### config.mk
export PLATFORM = sky130hd
export DESIGN_NAME = tlb_walk_fill_flat
export DESIGN_NICKNAME = d
export VERILOG_FILES = /design/src/rtl/tlb_pkg.sv /design/src/rtl/tlb_walk_fill_if.sv /design/src/rtl/tlb_pte_decode.sv /design/src/rtl/tlb_walk_fill.sv /design/src/flat_wrapper.sv
export SDC_FILE = /design/constraint.sdc
export NUM_CORES = 1
export LEC_CHECK = 0
export CAP_MARGIN = 5
export CORE_MARGIN = 4
export CORE_UTILIZATION = 46
export DETAILED_ROUTE_END_ITERATION = 12
export PLACE_DENSITY_LB_ADDON = 0.3
export SYNTH_ARGS = -nofsm -noshare
export SYNTH_HDL_FRONTEND = slang
export SYNTH_SLANG_ARGS = --single-unit
### constraint.sdc
create_clock -name clk -period 17.77 [get_ports clk]
set_input_delay 2.6655 -clock clk [delete_from_list [all_inputs] [get_ports clk]]
set_output_delay 2.6655 -clock clk [all_outputs]
set_load 0.05 [all_outputs]
### src/rtl/tlb_pkg.sv
// Shared TLB types and constants: widths, PTE bit positions, walker states,
// the fill-entry layout consumed by the TLB sets, and the PTE address helper.
package tlb_pkg;

  localparam int VA_W   = 64;
  localparam int PA_W   = 56;
  localparam int PPN_W  = 44;
  localparam int PCID_W = 12;
  localparam int LEVELS = 3;
  localparam int VPN_W  = 9 * LEVELS;

  localparam int PTE_V       = 0;
  localparam int PTE_R       = 1;
  localparam int PTE_W       = 2;
  localparam int PTE_X       = 3;
  localparam int PTE_PPN_LSB = 10;

  typedef enum logic [2:0] {
    ST_IDLE,
    ST_REQ,
    ST_WAIT,
    ST_FILL,
    ST_FAULT
  } walk_state_t;

  typedef struct packed {
    logic [VPN_W-1:0]  vpn;
    logic [PPN_W-1:0]  ppn;
    logic [PCID_W-1:0] pcid;
    logic [1:0]        level;
  } tlb_fill_t;

  // Address of the PTE for one level: table base plus 8-byte index, wrapping at PA_W.
  function automatic logic [PA_W-1:0] pte_addr(input logic [PPN_W-1:0] base,
                                               input logic [VPN_W-1:0] vpn,
                                               input logic [1:0]       lvl);
    logic [8:0] idx;
    case (lvl)
      2'd2:    idx = vpn[26:18];
      2'd1:    idx = vpn[17:9];
      default: idx = vpn[8:0];
    endcase
    return PA_W'({base, 12'b0}) + {{(PA_W-12){1'b0}}, idx, 3'b000};
  endfunction

endpackage

### src/rtl/tlb_walk_fill_if.sv
// Miss, PTE memory and TLB fill signals of the walker; master is the walker side.
interface tlb_walk_fill_if;
  import tlb_pkg::*;

  logic [PPN_W-1:0]  ptbr;
  logic              miss_valid;
  logic              miss_ready;
  logic [VA_W-1:0]   miss_vaddr;
  logic [PCID_W-1:0] miss_pcid;
  logic              mem_req_valid;
  logic              mem_req_ready;
  logic [PA_W-1:0]   mem_req_addr;
  logic              mem_resp_valid;
  logic [63:0]       mem_resp_data;
  logic              fill_valid;
  logic [VPN_W-1:0]  fill_vpn;
  logic [PPN_W-1:0]  fill_ppn;
  logic [PCID_W-1:0] fill_pcid;
  logic [1:0]        fill_level;
  logic              fault;

  modport master (
    input  ptbr, miss_valid, miss_vaddr, miss_pcid,
           mem_req_ready, mem_resp_valid, mem_resp_data,
    output miss_ready, mem_req_valid, mem_req_addr,
           fill_valid, fill_vpn, fill_ppn, fill_pcid, fill_level, fault
  );

  modport slave (
    output ptbr, miss_valid, miss_vaddr, miss_pcid,
           mem_req_ready, mem_resp_valid, mem_resp_data,
    input  miss_ready, mem_req_valid, mem_req_addr,
           fill_valid, fill_vpn, fill_ppn, fill_pcid, fill_level, fault
  );

endinterface

### src/rtl/tlb_pte_decode.sv
// Combinational PTE classifier for one walk level: leaf detection and all
// fault causes (invalid, reserved W-only, misaligned superpage, pointer at level 0).
module tlb_pte_decode
  import tlb_pkg::*;
(
  input  logic [63:0]      pte,
  input  logic [1:0]       lvl,
  output logic             is_leaf,
  output logic             is_fault,
  output logic [PPN_W-1:0] ppn
);

  logic        invalid;
  logic        misaligned;
  logic [17:0] low_mask;
  logic        unused_bits;

  assign ppn         = pte[PTE_PPN_LSB +: PPN_W];
  assign invalid     = !pte[PTE_V] || (pte[PTE_W] && !pte[PTE_R]);
  assign is_leaf     = pte[PTE_R] || pte[PTE_X];
  assign unused_bits = ^{pte[63:54], pte[9:4]};

  // A superpage leaf must have the PPN bits it replaces by VPN bits cleared.
  always_comb begin
    case (lvl)
      2'd2:    low_mask = 18'h3FFFF;
      2'd1:    low_mask = 18'h001FF;
      default: low_mask = 18'h00000;
    endcase
  end

  assign misaligned = |(ppn[17:0] & low_mask);
  assign is_fault   = invalid || (is_leaf && misaligned) || (!is_leaf && lvl == 2'd0);

endmodule

### src/rtl/tlb_walk_fill.sv
// Three-level page-table walker that refills the TLB after a miss.
// Optional TLB_WALK_PERF_EN adds saturating walk/fault counters.
module tlb_walk_fill
  import tlb_pkg::*;
(
  input  logic clk,
  input  logic rst,
  tlb_walk_fill_if.master bus
`ifdef TLB_WALK_PERF_EN
  ,
  output logic [31:0] perf_walks,
  output logic [31:0] perf_faults
`endif
);

  walk_state_t       state;
  logic [VPN_W-1:0]  vpn;
  logic [PCID_W-1:0] pcid;
  logic [1:0]        lvl;
  logic              req_valid;
  logic [PA_W-1:0]   req_addr;
  tlb_fill_t         fill;
  logic              fill_pulse;
  logic              fault_pulse;
  logic              is_leaf;
  logic              is_fault;
  logic [PPN_W-1:0]  pte_ppn;
  logic              unused_vaddr;

  assign unused_vaddr = ^{bus.miss_vaddr[VA_W-1:39], bus.miss_vaddr[11:0]};

  tlb_pte_decode u_decode (
    .pte      (bus.mem_resp_data),
    .lvl      (lvl),
    .is_leaf  (is_leaf),
    .is_fault (is_fault),
    .ppn      (pte_ppn)
  );

  // Request address is computed on entry to REQ so it stays fixed under backpressure.
  always_ff @(posedge clk or posedge rst) begin
    if (rst) begin
      state       <= ST_IDLE;
      vpn         <= '0;
      pcid        <= '0;
      lvl         <= 2'd2;
      req_valid   <= 1'b0;
      req_addr    <= '0;
      fill        <= '0;
      fill_pulse  <= 1'b0;
      fault_pulse <= 1'b0;
    end else begin
      fill_pulse  <= 1'b0;
      fault_pulse <= 1'b0;
      case (state)
        ST_IDLE: begin
          if (bus.miss_valid) begin
            vpn       <= bus.miss_vaddr[38:12];
            pcid      <= bus.miss_pcid;
            lvl       <= 2'd2;
            req_valid <= 1'b1;
            req_addr  <= pte_addr(bus.ptbr, bus.miss_vaddr[38:12], 2'd2);
            state     <= ST_REQ;
          end
        end
        ST_REQ: begin
          if (bus.mem_req_ready) begin
            req_valid <= 1'b0;
            state     <= ST_WAIT;
          end
        end
        ST_WAIT: begin
          if (bus.mem_resp_valid) begin
            if (is_fault) begin
              fault_pulse <= 1'b1;
              state       <= ST_FAULT;
            end else if (is_leaf) begin
              fill_pulse <= 1'b1;
              fill       <= '{vpn: vpn, ppn: pte_ppn, pcid: pcid, level: lvl};
              state      <= ST_FILL;
            end else begin
              lvl       <= lvl - 2'd1;
              req_valid <= 1'b1;
              req_addr  <= pte_addr(pte_ppn, vpn, lvl - 2'd1);
              state     <= ST_REQ;
            end
          end
        end
        ST_FILL, ST_FAULT: state <= ST_IDLE;
        default:           state <= ST_IDLE;
      endcase
    end
  end

  assign bus.miss_ready    = (state == ST_IDLE);
  assign bus.mem_req_valid = req_valid;
  assign bus.mem_req_addr  = req_addr;
  assign bus.fill_valid    = fill_pulse;
  assign bus.fill_vpn      = fill.vpn;
  assign bus.fill_ppn      = fill.ppn;
  assign bus.fill_pcid     = fill.pcid;
  assign bus.fill_level    = fill.level;
  assign bus.fault         = fault_pulse;

`ifdef TLB_WALK_PERF_EN
  always_ff @(posedge clk or posedge rst) begin
    if (rst) begin
      perf_walks  <= '0;
      perf_faults <= '0;
    end else begin
      if ((state == ST_FILL || state == ST_FAULT) && perf_walks != 32'hFFFF_FFFF)
        perf_walks <= perf_walks + 32'd1;
      if (state == ST_FAULT && perf_faults != 32'hFFFF_FFFF)
        perf_faults <= perf_faults + 32'd1;
    end
  end
`endif

endmodule
### src/flat_wrapper.sv
// flat-port wrapper written by rule: the top's interface ports become plain ports
module tlb_walk_fill_flat import tlb_pkg::*;
  (clk, rst, bus_ptbr, bus_miss_valid, bus_miss_vaddr, bus_miss_pcid, bus_mem_req_ready, bus_mem_resp_valid, bus_mem_resp_data, bus_miss_ready, bus_mem_req_valid, bus_mem_req_addr, bus_fill_valid, bus_fill_vpn, bus_fill_ppn, bus_fill_pcid, bus_fill_level, bus_fault);
  tlb_walk_fill_if bus_i ();
  input  logic clk;
  input  logic rst;
  input wire logic [$bits(bus_i.ptbr)-1:0] bus_ptbr;
  input wire logic [$bits(bus_i.miss_valid)-1:0] bus_miss_valid;
  input wire logic [$bits(bus_i.miss_vaddr)-1:0] bus_miss_vaddr;
  input wire logic [$bits(bus_i.miss_pcid)-1:0] bus_miss_pcid;
  input wire logic [$bits(bus_i.mem_req_ready)-1:0] bus_mem_req_ready;
  input wire logic [$bits(bus_i.mem_resp_valid)-1:0] bus_mem_resp_valid;
  input wire logic [$bits(bus_i.mem_resp_data)-1:0] bus_mem_resp_data;
  output wire logic [$bits(bus_i.miss_ready)-1:0] bus_miss_ready;
  output wire logic [$bits(bus_i.mem_req_valid)-1:0] bus_mem_req_valid;
  output wire logic [$bits(bus_i.mem_req_addr)-1:0] bus_mem_req_addr;
  output wire logic [$bits(bus_i.fill_valid)-1:0] bus_fill_valid;
  output wire logic [$bits(bus_i.fill_vpn)-1:0] bus_fill_vpn;
  output wire logic [$bits(bus_i.fill_ppn)-1:0] bus_fill_ppn;
  output wire logic [$bits(bus_i.fill_pcid)-1:0] bus_fill_pcid;
  output wire logic [$bits(bus_i.fill_level)-1:0] bus_fill_level;
  output wire logic [$bits(bus_i.fault)-1:0] bus_fault;
  assign bus_i.ptbr = bus_ptbr;
  assign bus_i.miss_valid = bus_miss_valid;
  assign bus_i.miss_vaddr = bus_miss_vaddr;
  assign bus_i.miss_pcid = bus_miss_pcid;
  assign bus_i.mem_req_ready = bus_mem_req_ready;
  assign bus_i.mem_resp_valid = bus_mem_resp_valid;
  assign bus_i.mem_resp_data = bus_mem_resp_data;
  assign bus_miss_ready = bus_i.miss_ready;
  assign bus_mem_req_valid = bus_i.mem_req_valid;
  assign bus_mem_req_addr = bus_i.mem_req_addr;
  assign bus_fill_valid = bus_i.fill_valid;
  assign bus_fill_vpn = bus_i.fill_vpn;
  assign bus_fill_ppn = bus_i.fill_ppn;
  assign bus_fill_pcid = bus_i.fill_pcid;
  assign bus_fill_level = bus_i.fill_level;
  assign bus_fault = bus_i.fault;
  tlb_walk_fill u_core (.clk(clk), .rst(rst), .bus(bus_i));
endmodule
==> results of run 1 <==
==> routing by layer <==
metal	up-vias	part of all wire	wire, um	global-route usage
li1	2658	-	-	-
met1	2848	0.40	8510	0.257
met2	244	0.48	10100	0.366
met3	48	0.086	1810	0.0872
met4	0	0.034	713	0.0958
met5	-	0	0	0
==> kinds of logic (layout without fill, tap and decap cells) <==
group,Yosys count,in the layout,synth area share
mux,179,179,0.256
simple gates,171,171,0.0891
flops,185,185,0.588
other cells,1,3,0.000476
compound gates,36,36,0.0333
buf+inv,42,321,0.0291
fa+ha+maj,3,3,0.00476
==> power by group through the flow <==
stage          Clock (uW)  Combinational (uW)  Sequential, uW
3_3_place_gp            0                 770             614
4_1_cts               404                 789             618
5_1_grt               421                 828             634
6_report              395                 781             618
3_5_place_dp            0                 787             625
2_1_floorplan           0                 295             847
==> layout by cell type (no fill, tap or decap), types with 2 or more instances in the layout <==
cell type        synthesis  routed
inv_1                    5       4
buf_4                    8       7
nor4_1                   2       2
a31oi_1                 10      10
bufinv_16                0       3
clkinvlp_4               0       3
dfrtp_1                184     184
nor4b_2                  1       2
clkbuf_16                0      17
nand2_1                143     143
inv_6                    0       2
clkbuf_8                 0       4
or3b_2                   2       3
ha_1                     3       3
a21oi_1                  2       2
nor2_1                  13      13
conb_1                   1       3
clkdlybuf4s50_1          0     277
mux2_1                  50      50
o21ai_0                  2       2
a22oi_1                 10      10
clkinv_2                 0       2
nor3_1                   3       3
a211oi_1                 3       3
mux2_2                 128     128
==> state kept, by name, indices dropped and copies added (netlist names) <==
signal                    count
u_core.bus.mem_req_valid      1
u_core.bus.fill_ppn          44
u_core.vpn                   27
u_core.bus.mem_req_addr      53
u_core.bus.fault              1
u_core.pcid                  12
u_core.bus.fill_level         2
u_core.lvl                    2
u_core.bus.fill_pcid         12
u_core.bus.fill_valid         1
u_core.bus.fill_vpn          27
u_core.state                  3
==> critical path, delay by kind of cell <==
kind	cells	cell delay, ps
buffers and inverters	3	1280
AO/OA/AOI/OAI	1	810
multiplexers	1	390
AND/OR/NAND/NOR	1	170
==> final cells by class <==
cell class | count | area, sq um | share of cell area
flip-flops and latches | 185 | 4630 | 0.405
multi-input cells | 392 | 3060 | 0.268
repair buffers | 284 | 2830 | 0.247
clock buffers | 22 | 484 | 0.0423
well taps | 220 | 275 | 0.0241
clock inverters | 10 | 140 | 0.0122
inverters | 5 | 23.8 | 0.00208
==> metrics by stage <==
| stage | util | setup slack (ps) |
|---|---|---|
| finish | 0.685 | 12720 |
| global route | 0.685 | 12600 |
| CTS | 0.685 | 12670 |
| detailed placement | 0.648 | 12230 |
| global placement | 0.648 | 12270 |
| floorplan | - | 10080 |
==> worst paths after layout <==
path                       cells past startpoint                                endpoint                          startpoint
setup / recovery                               6  u_core.bus.mem_req_addr[6]$_DFFE_PP0P_                      bus_miss_valid
hold / removal                                 1      u_core.bus.fill_vpn[8]$_DFFE_PP0P_  u_core.bus.fill_vpn[8]$_DFFE_PP0P_
setup reg to reg                               4  u_core.bus.mem_req_addr[6]$_DFFE_PP0P_         u_core.state[0]$_DFFE_PP0P_
hold reg to reg                                1      u_core.bus.fill_vpn[8]$_DFFE_PP0P_  u_core.bus.fill_vpn[8]$_DFFE_PP0P_
max in group asynchronous                      3             u_core.state[1]$_DFFE_PP0P_                                 rst
min in group asynchronous                      2     u_core.bus.fill_ppn[26]$_DFFE_PP0P_                                 rst
==> metrics.txt, run 1 <==
YS warnings=0; first-pass GRT wire length=34.1 mm; max cap viols=0; clock share of power=0.220; Distinct cells, synth=39; Clock Skew=10.9 ps; CP Class=input port to flip-flop; Initial DRC Count=247; clock latency on the worst-skew pair=420 ps; switching power=698 uW; vias per cell=5.19; chip height=139 um; worst vdd ir=between 0.08 and 0.09 mV; Sw Ratio=0.389; final period utilization=0.284; core area=16700 sq um; Top Ports=334; Reg clk slew, reported paths=70 ps; largest net degree at the start of global routing=108; layout cells sized above 1=0.200; Tot GR Track Use=0.221; Fmax=0.198 GHz; Placement Cell Area=~11000 sq um; initial antenna violation count=0; CTS tree=built; Crit path largest cell delay=810 ps; routability cong.=between 0.8 and 0.9; hpwl dp=approximately 15 mm; Layout Nets=1077; Leak=0.00521 uW; via count=5798; Syn Area/Cell=12.8 sq um; unrepaired setup endpoints after global routing=no; Worst setup SP type=input port; most frequent cell after synthesis=dfrtp_1; CP endpoint kind=flip-flop; final setup TNS=0 ps; Worst R2R Setup Slack=about 14000 ps; CP most frequent cell=buf_4; initial core utilization=0.472; Die X=139 um; CTS root buf=clkbuf_16; area grow syn2layout=45.2%; Design Area, Final=11400 sq um; post-synthesis instance area=7880 sq um; area leader, netlist=dfrtp_1; actual slew at the worst max-slew pin=1140 ps; die area=19300 sq um; post-synthesis cell count=617; DR pass1 iterations=4; # fillers=1203; dominant cells by area after synthesis=dfrtp_1 58%, mux2_2 18%, mux2_1 7.1%; # hold bufs at CTS=0; DRT antenna net count=0; Cells after DPL=between 1000 and 1500; # setup viols final=0; Critical Path RT=18080 ps; crit-path cells=clkdlybuf4s50_1, nor4b_2, buf_4, o22ai_4, buf_4, mux2_2; total CTS buffers=17; CTS max path bufs=2; number of global-route vias before repair=6374; Commonest cells post-synth=184 x dfrtp_1, 143 x nand2_1, 128 x mux2_2; grt ovf=0; FFs w/ async S/R, synth=1.00; DRT Wirelength=21.1 mm; Main synth FF type=dfrtp_1; crit path DAT=about 5400 ps; Internal Power=1100 uW; Hold Fails Final Rpt=0; outcome=finished clean; post-CTS sizing=0; hold crit path type=flip-flop to flip-flop; # H-tree levels=4; Slew headroom=0.238; final hold slack=about 490 ps; drc violations=0; Non-Filler Instances=~1100; clock sink total=185; peak fanout along the critical path=40; share of the synthesized area in the top cell type=0.584; ant diodes=0; wire per inst=18.9 um; Post-synth EDFFs=0; Post-CTS Setup Bufs=0; crit path time final=5050 ps; Sequential Power Share=0.345; flops & latches, synth=between 150 and 200; final total power=1790 uW; Slowest-stage cell, CP=o22ai_4; Slew Viols, Final=0; power per cell area=157 nW/um^2; Seq/Total Area, Yosys=0.588; Port-buffer cells=277; FP Rows=47; Gate power share=0.435
Power figures use the tool's default switching activity.
==> inputs of run 2 (changes only) <==
--- a/config.mk
+++ b/config.mk
@@ -7,7 +7,7 @@
 export LEC_CHECK = 0
 export CAP_MARGIN = 5
 export CORE_MARGIN = 4
-export CORE_UTILIZATION = 46
+export CORE_UTILIZATION = 39
 export DETAILED_ROUTE_END_ITERATION = 12
 export PLACE_DENSITY_LB_ADDON = 0.3
 export SYNTH_ARGS = -nofsm -noshare
==> constraint.sdc (replaced) <==
create_clock -name clk -period 4.5 [get_ports clk]
set_input_delay 0.675 -clock clk [delete_from_list [all_inputs] [get_ports clk]]
set_output_delay 0.675 -clock clk [all_outputs]
set_load 0.05 [all_outputs]
==> metrics.txt, run 2 (synthesized netlist as in run 1, its figures left out) <==
outcome=finished clean; Slew headroom=0.225 (-0.0135); Slowest-stage cell, CP=o22ai_4; Critical Path RT=4800 ps (-13280 ps); commonest cells after routing, fill and taps aside=277 x clkdlybuf4s50_1, 184 x dfrtp_1, 143 x nand2_1, 128 x mux2_2, 50 x mux2_1; Tot GR Track Use=0.187 (-0.0348); final setup margin=1690 ps (-11030 ps); actual slew at the worst max-slew pin=1160 ps (+20.3 ps); # H-tree levels=4 (unchanged); via count=5681 (-2.0%); CP endpoint kind=flip-flop; Top Ports=334 (unchanged); wire per inst=17.9 um (-5.1%); final total power=7060 uW (+290%); Initial DRC Count=212 (-14%); Crit path largest cell delay=890 ps (+80 ps); worst vdd ir=0.368 mV (+350%); drc violations=0 (unchanged); die area=22500 sq um (+17%); unrepaired setup endpoints after global routing=no; Leak=0.00525 uW (+0.73%); CTS max path bufs=2 (unchanged); number of global-route vias before repair=6001 (-5.9%); Worst setup SP type=flip-flop; initial core utilization=0.401 (-0.0709); CTS root buf=clkbuf_16; ant diodes=0 (unchanged); max reg flops=53 (unchanged); final setup TNS=0 ps (unchanged); # hold bufs at CTS=0 (unchanged); post-CTS sizing=0 (unchanged); DRT Wirelength=20.9 mm (-0.89%); hpwl dp=14.8 mm (-2.1%); FP Rows=51 (+8.5%); vias per cell=4.86 (-6.2%); commonest non-fill, non-tap cell in the layout=clkdlybuf4s50_1; DR pass1 iterations=5 (+1); peak fanout along the critical path=31 (-23%); final period utilization=0.625; Buf+Inv Stages, Crit Path=1 (-2); crit-path cells=or3b_2, o22ai_4, buf_4, mux2_2; Die X=150 um (+8.1%); Post-CTS Setup Bufs=0 (unchanged); Top delay family on crit path=compound AO/OA/AOI/OAI gates; Hold Fails Final Rpt=0 (unchanged); largest net degree at the start of global routing=60 (-44%); area grow syn2layout=46.7%; Fmax=0.355 GHz; DRT antenna net count=0 (unchanged); total CTS buffers=17 (unchanged); crit path time final=2810 ps; chip height=150 um (+8.1%); routability cong.=0.734 (-18%); Slew Viols, Final=0 (unchanged); crit path DAT=3120 ps (-2240 ps); CP Class=flip-flop to flip-flop; first-pass GRT wire length=32.9 mm (-3.3%); grt ovf=0 (unchanged); hold crit path type=flip-flop to flip-flop; Layout Nets=1082 (+0.46%); layout cells sized above 1=0.205 (+0.00443); max cap viols=0 (unchanged); initial antenna violation count=0 (unchanged); final hold slack=486 ps (+0.739 ps); Clock Skew=5.94 ps (-4.92 ps); Reg clk slew, reported paths=70 ps (about the same); core area=19700 sq um (+18%); Place WS=1210 ps (-11030 ps); power per cell area=611 nW/um^2 (+290%); Port-buffer cells=277 (unchanged); clock sink total=185 (unchanged); clock latency on the worst-skew pair=420 ps (about the same); CTS tree=built; # setup viols final=0 (unchanged)
run 2: cell types whose count changed in the layout (fill, tap and decap cells not counted), sizes merged:
| cell | before | now |
|---|---|---|
| inv | 6 | 7 |
| clkinv | 3 | 5 |
| bufinv | 3 | 2 |
| clkinvlp | 3 | 1 |
| buf | 7 | 12 |
run 2: worst register-to-register path: stages (launching register included):
cell and delay [ps]:
dfrtp_1 480, or3b_2 550, o22ai_4 890, buf_4 420, mux2_2 370
run 2: per-stage QoR:
stage	cells	utilization	cell area (sq um)
6_report	1168	0.588	11600
2_1_floorplan	619	-	7890
4_1_cts	1168	0.588	11600
5_1_grt	1168	0.588	11600
3_3_place_gp	1136	0.557	10900
3_5_place_dp	1136	0.557	10900
run 2: final cells by class:
type                       instances  area [sq um]
fill                            1676          8090
sequential                       185          4630
multi-input combinational        392          3060
clock inverter                    10           133
clock buffer                      22           484
inverter                           5          22.5
timing repair buffer             289          2900
tap                              265           332
run 2: routing by layer:
metal,global-route usage,vias up,wire [um]
li1,-,2671,-
met1,0.228,2814,8590
met2,0.309,183,10100
met3,0.0789,13,2060
met4,0.0425,0,192
met5,0,-,0
run 2: final timing paths:
check | slack, ps | startpoint | cells past startpoint | end
worst min-delay path | 490 | u_core.bus.fill_pcid[7]$_DFFE_PP0P_ | 1 | u_core.bus.fill_pcid[7]$_DFFE_PP0P_
worst max-delay path | 1690 | u_core.state[2]$_DFFE_PP0P_ | 4 | u_core.bus.mem_req_addr[36]$_DFFE_PP0P_
worst min register to register | 490 | u_core.bus.fill_pcid[7]$_DFFE_PP0P_ | 1 | u_core.bus.fill_pcid[7]$_DFFE_PP0P_
worst max register to register | 1690 | u_core.state[2]$_DFFE_PP0P_ | 4 | u_core.bus.mem_req_addr[36]$_DFFE_PP0P_
min in group asynchronous | 850 | rst | 2 | u_core.bus.fill_ppn[29]$_DFFE_PP0P_
max in group asynchronous | 2790 | rst | 3 | u_core.lvl[1]$_DFFE_PP1P_
run 2: where the power goes:
part | internal (uW) | switching [uW]
clock network | 892 | 658
registers | 2140 | 279
logic | 1260 | 1830
total | 4300 | 2760
==> inputs of run 3 (changes only) <==
--- a/config.mk
+++ b/config.mk
@@ -7,7 +7,7 @@
 export LEC_CHECK = 0
 export CAP_MARGIN = 5
 export CORE_MARGIN = 4
-export CORE_UTILIZATION = 39
+export CORE_UTILIZATION = 43
 export DETAILED_ROUTE_END_ITERATION = 12
 export PLACE_DENSITY_LB_ADDON = 0.3
 export SYNTH_ARGS = -nofsm -noshare
==> constraint.sdc (replaced) <==
create_clock -name clk -period 2.6 [get_ports clk]
set_input_delay 0.39 -clock clk [delete_from_list [all_inputs] [get_ports clk]]
set_output_delay 0.39 -clock clk [all_outputs]
set_load 0.05 [all_outputs]
==> metrics.txt, run 3 (synthesized netlist as in run 1, its figures left out) <==
commonest non-fill, non-tap cell in the layout=clkdlybuf4s50_1; RR Endpoint=u_core.bus.fill_ppn[31]$_DFFE_PP0P_; CTS max path bufs=2 (unchanged); Port-buffer cells=277 (unchanged); final period utilization=0.910 (+0.284); number of global-route vias before repair=6104 (+1.7%); Die X=143 um (-4.5%); initial antenna violation count=0 (unchanged); largest net degree at the start of global routing=108 (+80%); Layout Utilization=0.652 (+0.0636); core area=18000 sq um (-8.6%); die area=20600 sq um (-8.8%); max reg flops=53 (unchanged); Gate power share=0.446 (+0.008); Crit path largest cell delay=560 ps (-330 ps); CP Class=flip-flop to flip-flop; final setup TNS=0 ps (unchanged); hpwl dp=15.2 mm (+2.4%); grt ovf=0 (unchanged); wire per inst=18.4 um (+2.6%); Clock Skew=6.11 ps (+0.169 ps); vias per cell=5.03 (+3.5%); layout cells sized above 1=0.220 (+0.0147); crit-path cells=inv_1, ha_1, or3b_2, o2111ai_1, a211oi_4, buf_4, buf_12, mux2_1; # setup viols final=0 (unchanged); FP Rows=49 (-3.9%); outcome=finished clean; Placement Cell Area=11100 sq um (+1.7%); initial core utilization=0.439 (+0.0377); power per cell area=1040 nW/um^2 (+71%); Worst R2R Setup Slack=230 ps (-1450 ps); Internal Power=7380 uW (+72%); Initial DRC Count=185 (-13%); commonest cells after routing, fill and taps aside=277 x clkdlybuf4s50_1, 184 x dfrtp_1, 143 x nand2_1, 128 x mux2_2, 50 x mux2_1; Leak=0.00535 uW (+1.9%); Layout Nets=1099 (+1.6%); Slew headroom=0.606 (+0.381); Top Ports=334 (unchanged); CTS root buf=clkbuf_16; chip height=143 um (-4.5%); total CTS buffers=17 (unchanged); worst vdd ir=0.720 mV (+96%); clock latency on the worst-skew pair=420 ps (about the same); Critical Path RT=2900 ps (-1900 ps); # fillers=1413 (-16%); Hold Fails Final Rpt=0 (unchanged); ant diodes=0 (unchanged); clock share of power=0.210 (-0.010); Post-CTS Setup Bufs=0 (unchanged); final hold slack=470 ps (-15.7 ps); post-CTS sizing=0 (unchanged); crit path DAT=2670 ps (-450 ps); # hold bufs at CTS=0 (unchanged); first-pass GRT wire length=32.7 mm (-0.63%); routability cong.=0.776 (+5.8%); drc violations=0 (unchanged); DRT antenna net count=0 (unchanged); r2r startpoint=u_core.lvl[1]$_DFFE_PP1P_; area grow syn2layout=48.6%; # H-tree levels=4 (unchanged); Design Area, Final=11700 sq um (+1.3%); Tot GR Track Use=0.204 (+0.0177); Fmax=0.423 GHz (+19%); Worst setup SP type=flip-flop; actual slew at the worst max-slew pin=589 ps (-574 ps); peak fanout along the critical path=22 (-29%); Sequential Power Share=0.344 (about the same); crit path time final=2370 ps (-449 ps); unrepaired setup endpoints after global routing=no; hold crit path type=input port to async pin; via count=5782 (+1.8%); Reg clk slew, reported paths=70 ps (about the same); reg2reg path depth=8 (+4); Sw Ratio=0.396 (+0.00452); DR pass1 iterations=4 (-1); DRT Wirelength=21.1 mm (+0.92%); Slowest-stage cell, CP=dfstp_2; CP endpoint kind=flip-flop; final total power=12200 uW (+73%); CTS tree=built; clock sink total=185 (unchanged); max cap viols=0 (unchanged); switching power=4840 uW (+75%); Slew Viols, Final=0 (unchanged)
[run 3: cell count changes in the layout (fill, tap and decap cells not counted), moves of 2 or more]
cell	change
clkinv_4	-2
buf_12	+8
clkinv_2	+2
buf_4	+9
[run 3: layout make-up]
cell class / instances / area, sq um / share of cell area
multi-input combinational: 392 / 3060 / 0.261
tap: 229 / 287 / 0.0245
sequential: 185 / 4630 / 0.395
timing repair buffer: 306 / 3130 / 0.267
clock buffer: 21 / 470 / 0.0402
clock inverter: 11 / 111 / 0.00951
inverter: 5 / 22.5 / 0.00192
[run 3: worst max-delay path by stage]
stage	start	end	slack, ps	cells past startpoint
2_1_floorplan	rst	u_core.bus.fault$_DFF_PP0_	-170	1
3_3_place_gp	bus_mem_resp_data[24]	u_core.bus.fill_vpn[20]$_DFFE_PP0P_	-40	8
3_5_place_dp	bus_mem_resp_data[24]	u_core.bus.fill_vpn[24]$_DFFE_PP0P_	-50	8
4_1_cts	u_core.state[0]$_DFFE_PP0P_	bus_miss_ready	220	2
5_1_grt	u_core.lvl[1]$_DFFE_PP1P_	u_core.bus.fill_vpn[12]$_DFFE_PP0P_	140	8
6_report	u_core.lvl[1]$_DFFE_PP1P_	u_core.bus.fill_ppn[31]$_DFFE_PP0P_	230	8
[run 3: critical path, delay by kind of cell (launching register included)]
family / cells / cell delay, ps
DFF: 1 / 560
AOI/OAI and AO/OA: 2 / 510
buffers and inverters: 3 / 430
muxes: 1 / 340
and+or+nand+nor: 1 / 210
adders and majority gates: 1 / 190
[run 3: metrics by stage]
stage          cells  worst slack [ps]
4_1_cts         1149               220
5_1_grt         1149               136
3_5_place_dp    1117             -49.2
2_1_floorplan    619              -168
3_3_place_gp    1117             -37.8
6_report        1149               235
[run 3: power by group through the flow]
stage | logic, uW | clock network, uW | registers, uW
floorplan | 2020 | 0 | 5790
global placement | 5450 | 0 | 4200
detailed placement | 5500 | 0 | 4250
CTS | 5520 | 2630 | 4200
global route | 5790 | 2740 | 4300
finish | 5450 | 2560 | 4200
[run 3: layer usage]
metal,up-vias,share of wire,GRT usage
li1,2710,-,-
met1,2845,0.40,0.249
met2,199,0.49,0.343
met4,0,0.019,0.0654
met3,28,0.090,0.0705
met5,-,0,0
